==> config.mk <==
export PLATFORM = sky130hd
export DESIGN_NAME = ram_arbiter_rr_flat
export DESIGN_NICKNAME = d
export VERILOG_FILES = /design/src/rtl/ram_arbiter_rr_if.sv /design/src/rtl/ram_arbiter_rr.sv /design/src/flat_wrapper.sv
export SDC_FILE = /design/constraint.sdc
export NUM_CORES = 1
export LEC_CHECK = 0
export ABC_CLOCK_PERIOD_IN_PS = 3200
export BUFFER_PORTS_ARGS = -buffer_cell sky130_fd_sc_hd__buf_2
export CAP_MARGIN = 15
export CELL_PAD_IN_SITES_DETAIL_PLACEMENT = 0
export CELL_PAD_IN_SITES_GLOBAL_PLACEMENT = 1
export CORE_AREA = 2 2 170 172
export DETAILED_ROUTE_END_ITERATION = 8
export DIE_AREA = 0 0 172 174
export PLACE_DENSITY = 0.5
export SYNTH_ARGS = -nofsm -noshare
export SYNTH_HDL_FRONTEND = slang
export SYNTH_SLANG_ARGS = --single-unit
==> constraint.sdc <==
create_clock -name CLK -period 3.2 [get_ports CLK]
set_input_delay 0.16 -clock CLK [delete_from_list [all_inputs] [get_ports CLK]]
set_output_delay 0.16 -clock CLK [all_outputs]
set_load 0.02 [all_outputs]
==> src/rtl/ram_arbiter_rr_if.sv <==
// Bundle of the per-CPU cache channels and the shared RAM port for ram_arbiter_rr.
// The master side is the caches plus the RAM model; the slave side is the arbiter.
interface ram_arbiter_rr_if #(
    parameter int CPUS   = 2,
    parameter int ADDR_W = 32,
    parameter int WORD_W = 32
);
    localparam int IDW = $clog2(2 * CPUS);

    logic [CPUS-1:0]        iREN;
    logic [CPUS*ADDR_W-1:0] iaddr;
    logic [CPUS-1:0]        iwait;
    logic [CPUS*WORD_W-1:0] iload;
    logic [CPUS-1:0]        dREN;
    logic [CPUS-1:0]        dWEN;
    logic [CPUS*ADDR_W-1:0] daddr;
    logic [CPUS*WORD_W-1:0] dstore;
    logic [CPUS-1:0]        dwait;
    logic [CPUS*WORD_W-1:0] dload;
    logic                   ramREN;
    logic                   ramWEN;
    logic [ADDR_W-1:0]      ramaddr;
    logic [WORD_W-1:0]      ramstore;
    logic [WORD_W-1:0]      ramload;
    logic [1:0]             ramstate;
    logic                   gnt_valid;
    logic [IDW-1:0]         gnt_id;

    modport master (
        output iREN, iaddr, dREN, dWEN, daddr, dstore, ramload, ramstate,
        input  iwait, iload, dwait, dload, ramREN, ramWEN, ramaddr, ramstore,
        input  gnt_valid, gnt_id
    );

    modport slave (
        input  iREN, iaddr, dREN, dWEN, daddr, dstore, ramload, ramstate,
        output iwait, iload, dwait, dload, ramREN, ramWEN, ramaddr, ramstore,
        output gnt_valid, gnt_id
    );
endinterface

==> src/rtl/ram_arbiter_rr.sv <==
// Registered round-robin arbiter sharing one RAM port among 2*CPUS cache channels.
// Define ARB_DCACHE_PRIO_EN to make any dcache request beat every icache request.
module ram_arbiter_rr #(
    parameter int CPUS   = 2,
    parameter int ADDR_W = 32,
    parameter int WORD_W = 32
) (
    input  logic             CLK,
    input  logic             RST,
    ram_arbiter_rr_if.slave  bus
);
    localparam int N   = 2 * CPUS;
    localparam int IDW = $clog2(N);
    localparam logic [1:0] RAM_ACCESS = 2'd2;

    typedef enum logic {IDLE, GRANT} state_t;

    state_t            state_q, state_d;
    logic [IDW-1:0]    gntId_q, gntId_d;
    logic [IDW-1:0]    last_q, last_d;

    logic [N-1:0]      req;
    logic [N-1:0]      scanMask;
    logic [IDW-1:0]    winner;
    logic              found;
    logic              grantIsD;
    logic              grantReq;
    logic              complete;
    logic [ADDR_W-1:0] selIaddr, selDaddr;
    logic [WORD_W-1:0] selDstore;
    logic              selDwen;
    logic              ramRenC, ramWenC;
    logic [ADDR_W-1:0] ramAddrC;
    logic [WORD_W-1:0] ramStoreC;
    logic [CPUS-1:0]   iwaitC, dwaitC;

    always_comb begin
        req = '0;
        for (int k = 0; k < CPUS; k++) begin
            req[2*k]   = bus.dREN[k] | bus.dWEN[k];
            req[2*k+1] = bus.iREN[k];
        end
    end

    // Scan starts just after the last completed channel so it ends up lowest priority.
    always_comb begin
        scanMask = req;
`ifdef ARB_DCACHE_PRIO_EN
        begin
            logic [N-1:0] dMask;
            dMask = '0;
            for (int k = 0; k < CPUS; k++) begin
                dMask[2*k] = req[2*k];
            end
            if (|dMask) begin
                scanMask = dMask;
            end
        end
`endif
        winner = '0;
        found  = 1'b0;
        for (int i = 1; i <= N; i++) begin
            if (!found && scanMask[IDW'((int'(last_q) + i) % N)]) begin
                winner = IDW'((int'(last_q) + i) % N);
                found  = 1'b1;
            end
        end
    end

    always_comb begin
        selIaddr  = '0;
        selDaddr  = '0;
        selDstore = '0;
        selDwen   = 1'b0;
        for (int k = 0; k < CPUS; k++) begin
            if (int'(gntId_q) / 2 == k) begin
                selIaddr  = bus.iaddr[k*ADDR_W +: ADDR_W];
                selDaddr  = bus.daddr[k*ADDR_W +: ADDR_W];
                selDstore = bus.dstore[k*WORD_W +: WORD_W];
                selDwen   = bus.dWEN[k];
            end
        end
    end

    assign grantIsD = ~gntId_q[0];
    assign grantReq = req[gntId_q];

    // The RAM command tracks the live dcache inputs, so a read can turn into a write mid-grant.
    always_comb begin
        state_d   = state_q;
        gntId_d   = gntId_q;
        last_d    = last_q;
        complete  = 1'b0;
        ramRenC   = 1'b0;
        ramWenC   = 1'b0;
        ramAddrC  = '0;
        ramStoreC = '0;
        case (state_q)
            IDLE: begin
                if (|req) begin
                    gntId_d = winner;
                    state_d = GRANT;
                end
            end
            GRANT: begin
                ramAddrC = grantIsD ? selDaddr : selIaddr;
                if (grantIsD && selDwen) begin
                    ramWenC   = 1'b1;
                    ramStoreC = selDstore;
                end else begin
                    ramRenC = 1'b1;
                end
                if (!grantReq) begin
                    state_d = IDLE;
                end else if (bus.ramstate == RAM_ACCESS) begin
                    complete = 1'b1;
                    last_d   = gntId_q;
                    state_d  = IDLE;
                end
            end
            default: state_d = IDLE;
        endcase
    end

    always_comb begin
        iwaitC = '0;
        dwaitC = '0;
        for (int k = 0; k < CPUS; k++) begin
            dwaitC[k] = req[2*k]   & ~(complete && (gntId_q == IDW'(2*k)));
            iwaitC[k] = req[2*k+1] & ~(complete && (gntId_q == IDW'(2*k+1)));
        end
    end

    always_ff @(posedge CLK or posedge RST) begin
        if (RST) begin
            state_q <= IDLE;
            gntId_q <= '0;
            last_q  <= IDW'(N - 1);
        end else begin
            state_q <= state_d;
            gntId_q <= gntId_d;
            last_q  <= last_d;
        end
    end

    assign bus.ramREN    = ramRenC;
    assign bus.ramWEN    = ramWenC;
    assign bus.ramaddr   = ramAddrC;
    assign bus.ramstore  = ramStoreC;
    assign bus.iwait     = iwaitC;
    assign bus.dwait     = dwaitC;
    assign bus.iload     = {CPUS{bus.ramload}};
    assign bus.dload     = {CPUS{bus.ramload}};
    assign bus.gnt_valid = (state_q == GRANT);
    assign bus.gnt_id    = gntId_q;
endmodule
==> src/flat_wrapper.sv <==
// flat-port wrapper written by rule: the top's interface ports become plain ports
module ram_arbiter_rr_flat 
#(
    parameter int CPUS   = 2,
    parameter int ADDR_W = 32,
    parameter int WORD_W = 32
)
  (CLK, RST, bus_iREN, bus_iaddr, bus_dREN, bus_dWEN, bus_daddr, bus_dstore, bus_ramload, bus_ramstate, bus_iwait, bus_iload, bus_dwait, bus_dload, bus_ramREN, bus_ramWEN, bus_ramaddr, bus_ramstore, bus_gnt_valid, bus_gnt_id);
  ram_arbiter_rr_if #(.CPUS(CPUS), .ADDR_W(ADDR_W), .WORD_W(WORD_W)) bus_i ();
  input  logic CLK;
  input  logic RST;
  input wire logic [$bits(bus_i.iREN)-1:0] bus_iREN;
  input wire logic [$bits(bus_i.iaddr)-1:0] bus_iaddr;
  input wire logic [$bits(bus_i.dREN)-1:0] bus_dREN;
  input wire logic [$bits(bus_i.dWEN)-1:0] bus_dWEN;
  input wire logic [$bits(bus_i.daddr)-1:0] bus_daddr;
  input wire logic [$bits(bus_i.dstore)-1:0] bus_dstore;
  input wire logic [$bits(bus_i.ramload)-1:0] bus_ramload;
  input wire logic [$bits(bus_i.ramstate)-1:0] bus_ramstate;
  output wire logic [$bits(bus_i.iwait)-1:0] bus_iwait;
  output wire logic [$bits(bus_i.iload)-1:0] bus_iload;
  output wire logic [$bits(bus_i.dwait)-1:0] bus_dwait;
  output wire logic [$bits(bus_i.dload)-1:0] bus_dload;
  output wire logic [$bits(bus_i.ramREN)-1:0] bus_ramREN;
  output wire logic [$bits(bus_i.ramWEN)-1:0] bus_ramWEN;
  output wire logic [$bits(bus_i.ramaddr)-1:0] bus_ramaddr;
  output wire logic [$bits(bus_i.ramstore)-1:0] bus_ramstore;
  output wire logic [$bits(bus_i.gnt_valid)-1:0] bus_gnt_valid;
  output wire logic [$bits(bus_i.gnt_id)-1:0] bus_gnt_id;
  assign bus_i.iREN = bus_iREN;
  assign bus_i.iaddr = bus_iaddr;
  assign bus_i.dREN = bus_dREN;
  assign bus_i.dWEN = bus_dWEN;
  assign bus_i.daddr = bus_daddr;
  assign bus_i.dstore = bus_dstore;
  assign bus_i.ramload = bus_ramload;
  assign bus_i.ramstate = bus_ramstate;
  assign bus_iwait = bus_i.iwait;
  assign bus_iload = bus_i.iload;
  assign bus_dwait = bus_i.dwait;
  assign bus_dload = bus_i.dload;
  assign bus_ramREN = bus_i.ramREN;
  assign bus_ramWEN = bus_i.ramWEN;
  assign bus_ramaddr = bus_i.ramaddr;
  assign bus_ramstore = bus_i.ramstore;
  assign bus_gnt_valid = bus_i.gnt_valid;
  assign bus_gnt_id = bus_i.gnt_id;
  ram_arbiter_rr #(.CPUS(CPUS), .ADDR_W(ADDR_W), .WORD_W(WORD_W)) u_core (.CLK(CLK), .RST(RST), .bus(bus_i));
endmodule
==> summary.txt, run 1 <==
Clocking
  • # hold bufs at CTS: 1
  • CTS tree: done
  • Sinks on Clock Net: 5
  • Max Root-Sink Buffers: 2
  • # Post-CTS Setup Buffers: 0
  • Post-CTS sizing: 0
  • Clock transition at path regs: 30 ps
  • Clk Latency, worst-skew pair: about 220 ps
  • Root Buffer Master: clkbuf_16
  • H-tree levels: 1
  • CTS buffer count: 3

Critical path
  • WP data required: 3040 ps
  • Crit path launch type: flip-flop
  • Crit-path max FO: 32
  • Critical path arrival: 2260 ps
  • Worst R2R Path Depth: 4
  • CP Capture Type: output pin
  • Kind of critical path: flip-flop to output pin

Drt
  • DRT antenna net count: 0
  • Routed WL per cell: 12.6 um
  • DR DRC count: 0
  • 1st-pass router iterations: 4
  • Via count: 2757
  • Initial DRC count: 51
  • Final WL: 10700 um
  • Via density: 3.25

GRT
  • Vias in the first global route: around 2.7k
  • Initial antenna violation count: 3
  • Largest net degree at the start of global routing: 34
  • GRT overflow: 0
  • First-pass GRT wire length: 14400 um
  • Global Route Usage Sum: 6.26%

Layout
  • Post-route cell area: 3800 um^2
  • Multi-input gate area: 1650 um^2
  • Storage cell area: 133 um^2
  • Fillers: 3318
  • Area grow syn2layout: 30.9%
  • Final #Nets: ~700
  • Layout cells sized above 1: 70.6%
  • Final cell count without fillers: 849

Placed design
  • Buffers added on ports: 274
  • Post-DP HPWL: 9320 um
  • Routability cong.: just under 0.7
  • Cells after DPL: 842
  • DP Area: 3700 um^2

Synthesis
  • Syn avg cell area: 8.92 um^2
  • Number of synthesized register bits: 5
  • Post-synthesis cell area: 2900 um^2
  • Syn. warnings: 0
  • Syn nets: roughly 560
  • Seq/Total Area, Yosys: 4.40%
  • Synth Instances: between 300 and 400
  • Yosys cell types: 37

Timing
  • Final period util: 75.5%
  • Max Slew Vio Count: 0
  • Final setup vio count: 0
  • Fin Setup TNS: 0 ps
  • Worst-Margin Slew: between 600 and 700 ps
  • RSZ-0062 raised after global routing: no
  • Layout Skew: 0.569 ps
  • Crit path time final: 2420 ps
  • Final hold violation count: 0
  • Final hold slack: ~230 ps
  • Slew HR: 58.2%
  • FMAX: 414 MHz

Floorplan
  • Die area: 29900 um^2
  • Row count: 62
  • Die X: 172 um
  • I/O pins: around 440
  • Initial Utilization: 10.3%
  • Die Y: 174 um
  • Core area: between 20000 and 30000 um^2

Outcome
  • Outcome: finished, final reports clean

Power and ir drop
  • P_leak: 1.91 nW
  • Maximum vdd drop: around 0.24 mV
  • Cell Pwr Density: 731 nW/um^2

Min path
  • Worst min path class: primary input to flip-flop
  • Hold Crit Depth: 3

Job
  • MaxCap Viol Count: 0
==> critical path, stage by stage (launching register included) <==
cell	delay [ps]
dfrtp_4	810
buf_4	440
buf_4	330
mux2i_1	220
nor2_1	50
buf_2	170
==> layer usage <==
| metal | share of wire (%) | GRT usage (%) |
|---|---|---|
| met1 | 31 | 5.51 |
| met5 | 0.12 | 0 |
| met4 | 3.0 | 2.28 |
| met3 | 14 | 2.57 |
| met2 | 51 | 12.4 |
==> cell usage after synthesis (all sizes together) <==
master   instances  share of area [%]
buf            144                 37
nor2            39                5.1
mux2i           34                 12
and2            32                6.9
mux4            32                 25
inv              6               0.86
nand2            5               0.65
clkbuf           3               0.39
dfrtp            3                2.6
o21ai            3               0.65
a211oi           2               0.95
a21oi            2               0.35
dfstp            2                1.8
nor2b            2               0.52
nor3             2               0.35
o31a             2               0.60
a2111oi          1               0.95
a21o             1               0.26
a22o             1               0.30
a311oi           1               0.30
a41oi            1               0.30
and2b            1               0.26
mux2             1               0.52
nand3            1               0.17
o211ai           1               0.26
o21a             1               0.26
o21bai           1               0.26
o32a             1               0.35
==> stage by stage <==
stage | power (mW) | util [%] | worst slack (ps)
global placement | 2.65 | 13.1 | 928
finish | 2.78 | 13.4 | 784
floorplan | 2.22 | - | 1500
detailed placement | 2.65 | 13.1 | 904
CTS | 2.85 | 13.4 | 663
global route | 3.03 | 13.4 | 549
==> flip-flops by register name, indices dropped and copies added (netlist names) <==
signal / count
u_core.last_q: 2
u_core.bus.gnt_id: 2
u_core.bus.gnt_valid: 1
==> final timing paths <==
check,slack (ps),end,startpoint
setup / recovery,780,bus_ramstore[11],u_core.bus.gnt_id[1]
hold / removal,230,u_core.bus.gnt_valid,bus_ramstate[0]
setup reg to reg,1180,u_core.last_q[1],u_core.bus.gnt_id[1]
hold reg to reg,570,u_core.last_q[0],u_core.last_q[0]
max in group asynchronous,2580,u_core.last_q[1],RST
min in group asynchronous,390,u_core.bus.gnt_id[1],RST
==> kinds of logic (layout without fill, tap and decap cells) <==
logic type	Yosys count	after routing	share of synthesized area (%)
other cells	0	2	0
compound gates	18	18	5.78
simple gates	82	82	14.0
flops	5	5	4.40
mux	67	67	37.1
buf+inv	153	291	38.7
==> layout by cell type (no fill, tap or decap), types with 2 or more instances in the layout <==
master	netlist	final
buf_2	8	274
nor2_1	38	38
mux2i_1	34	34
mux4_2	32	32
and2_1	32	32
buf_4	129	6
nand2_1	5	5
inv_1	4	4
clkbuf_16	0	3
diode_2	0	2
nor3_1	2	2
o31a_1	2	2
a21oi_1	2	2
dfstp_2	2	2
==> layout make-up <==
class / count / share of cell area (%)
repair buffers: 281 / 37.6
multi-input cells: 167 / 43.4
diodes: 2 / 0.132
clock buffers: 4 / 2.08
inverters: 6 / 0.659
flip-flops and latches: 5 / 3.49
well taps: 384 / 12.7
==> power breakdown <==
part	switching, mW	leakage (nW)	internal, mW
clock network	0.0358	0.0382	0.165
logic	1.21	1.82	1.08
registers	0.176	0.0540	0.110
No activity file was read; power rests on OpenSTA's default activity.
==> inputs of run 2 (changes only) <==
--- a/config.mk
+++ b/config.mk
@@ -5,14 +5,14 @@
 export SDC_FILE = /design/constraint.sdc
 export NUM_CORES = 1
 export LEC_CHECK = 0
-export ABC_CLOCK_PERIOD_IN_PS = 3200
+export ABC_CLOCK_PERIOD_IN_PS = 2300
 export BUFFER_PORTS_ARGS = -buffer_cell sky130_fd_sc_hd__buf_2
 export CAP_MARGIN = 15
 export CELL_PAD_IN_SITES_DETAIL_PLACEMENT = 0
 export CELL_PAD_IN_SITES_GLOBAL_PLACEMENT = 1
-export CORE_AREA = 2 2 170 172
+export CORE_AREA = 2 2 169 171
 export DETAILED_ROUTE_END_ITERATION = 8
-export DIE_AREA = 0 0 172 174
+export DIE_AREA = 0 0 171 173
 export PLACE_DENSITY = 0.5
 export SYNTH_ARGS = -nofsm -noshare
 export SYNTH_HDL_FRONTEND = slang
==> constraint.sdc (replaced) <==
create_clock -name CLK -period 2.3 [get_ports CLK]
set_input_delay 0.115 -clock CLK [delete_from_list [all_inputs] [get_ports CLK]]
set_output_delay 0.115 -clock CLK [all_outputs]
set_load 0.02 [all_outputs]
==> summary.txt, run 2 (synthesis results as in run 1) <==
Layout
  • Area grow syn2layout: 31.7%
  • Commonest non-fill, non-tap cell in the layout: buf_2
  • Multi-input gate area: 1650 um^2
  • Fillers: 3215
  • Layout cells sized above 1: 70.7%
  • Storage cell area: 133 um^2
  • Final #Nets: 699
  • Most frequent cells in the layout: 274 x buf_2, 38 x nor2_1, 34 x mux2i_1

GRT
  • Initial antenna violation count: 2
  • First-pass GRT wire length: 15200 um
  • Global Route Usage Sum: 6.56%
  • Largest net degree at the start of global routing: 37
  • GRT overflow: 0
  • Vias in the first global route: ~2.8k

Clocking
  • CTS tree: done
  • Post-CTS sizing: 0
  • H-tree levels: 1
  • Max Root-Sink Buffers: 2
  • Clk Latency, worst-skew pair: around 220 ps
  • Sinks on Clock Net: 5
  • CTS buffer count: 3
  • Root Buffer Master: clkbuf_16
  • Clock transition at path regs: 30 ps

Critical path
  • Crit path launch type: flip-flop
  • Kind of critical path: flip-flop to output pin
  • Crit-path max FO: 36
  • Critical path arrival: about 1900 ps
  • CP Capture Type: output pin
  • WP data required: 2180 ps

Floorplan
  • Initial Utilization: 10.5%
  • Die area: between 20000 and 30000 um^2
  • Die X: 171 um
  • I/O pins: 435
  • Die Y: 173 um
  • Row count: 61
  • Core area: roughly 28000 um^2

Power and ir drop
  • Total power: 3.95 mW
  • Maximum vdd drop: ~0.33 mV
  • P_leak: 1.92 nW
  • Cell Pwr Density: between 1000 and 1500 nW/um^2

Drt
  • DRT antenna net count: 0
  • DR DRC count: 0
  • Final WL: 10900 um
  • Via count: 2776
  • Via density: 3.29
  • Routed WL per cell: 13.0 um
  • 1st-pass router iterations: 4
  • Initial DRC count: 58

Placed design
  • Routability cong.: slightly below 0.7
  • Post-DP HPWL: 9730 um
  • Buffers added on ports: about 270

Job
  • MaxCap Viol Count: 0

Timing
  • Final setup vio count: 0
  • Max Slew Vio Count: 0
  • Final period util: 86.2%
  • Fin Setup TNS: 0 ps
  • RSZ-0062 raised after global routing: no
  • FMAX: 504 MHz
  • Worst-Margin Slew: 407 ps
  • Slew HR: 72.9%
  • Layout Skew: 0.284 ps
  • Final hold violation count: 0
  • Crit path time final: 1980 ps

Outcome
  • Outcome: finished, final reports clean

Min path
  • Worst min path class: primary input to flip-flop
-- run 2: cell count changes in the layout (fill, tap and decap cells not counted) --
cell / previous run / this run
diode_2: 2 / 1
buf_4: 6 / 5
buf_12: 0 / 2
-- run 2: timing repair --
| action | CTS | global route |
|---|---|---|
| buffers inserted | 0 | 0 |
| hold buffers | 1 | 0 |
| endpoints found under the hold margin | 3 | 0 |
-- run 2: per-stage QoR --
| stage | area [um^2] | std cells | util [%] | worst slack (ps) | hold slack, ps |
|---|---|---|---|---|---|
| 2_1_floorplan | 2900 | 325 | - | 643 | -108 |
| 3_3_place_gp | 3730 | 837 | 13.5 | 567 | 33.4 |
| 3_5_place_dp | 3730 | 837 | 13.5 | 532 | 37.8 |
| 4_1_cts | 3820 | 842 | 13.8 | 300 | 227 |
| 5_1_grt | 3820 | 842 | 13.8 | 237 | 230 |
| 6_report | 3820 | 843 | 13.8 | 318 | 226 |
-- run 2: cell type report --
cell class	instances	area share [%]
diodes	1	0.0655
repair buffers	282	38.2
clock buffers	4	2.06
flip-flops and latches	5	3.47
multi-input cells	167	43.2
well taps	378	12.4
inverters	6	0.655
-- run 2: layer usage --
layer / vias up / GRT usage (%) / share of wire (%)
met2: 271 / 12.8 / 50
met4: 2 / 1.27 / 1.7
met1: 1215 / 6.45 / 34
met3: 17 / 2.52 / 15
met5: - / 0 / 0.12
li1: 1271 / - / -
-- run 2: report_power, final --
group | leakage (nW) | internal, mW | switching (mW)
registers | 0.0540 | 0.156 | 0.0708
logic | 1.83 | 1.56 | 1.89
clock network | 0.0382 | 0.229 | 0.0500
-- run 2: worst paths after layout --
check / start / to / slack (ps) / cells past startpoint
min reg2reg: u_core.last_q[0] / u_core.last_q[0] / 570 / 2
max: u_core.bus.gnt_id[1] / bus_ramaddr[29] / 320 / 4
min in group asynchronous: RST / u_core.bus.gnt_valid / 360 / 3
max in group asynchronous: RST / u_core.last_q[1] / 1690 / 3
min: bus_ramstate[0] / u_core.bus.gnt_valid / 230 / 3
max reg2reg: u_core.bus.gnt_id[0] / u_core.last_q[1] / 760 / 4
-- run 2: worst max-delay path, cell delays in order, from the launching register on --
cell and delay (ps):
dfrtp_4 450, buf_12 240, mux4_2 550, and2_1 180
buf_2 160
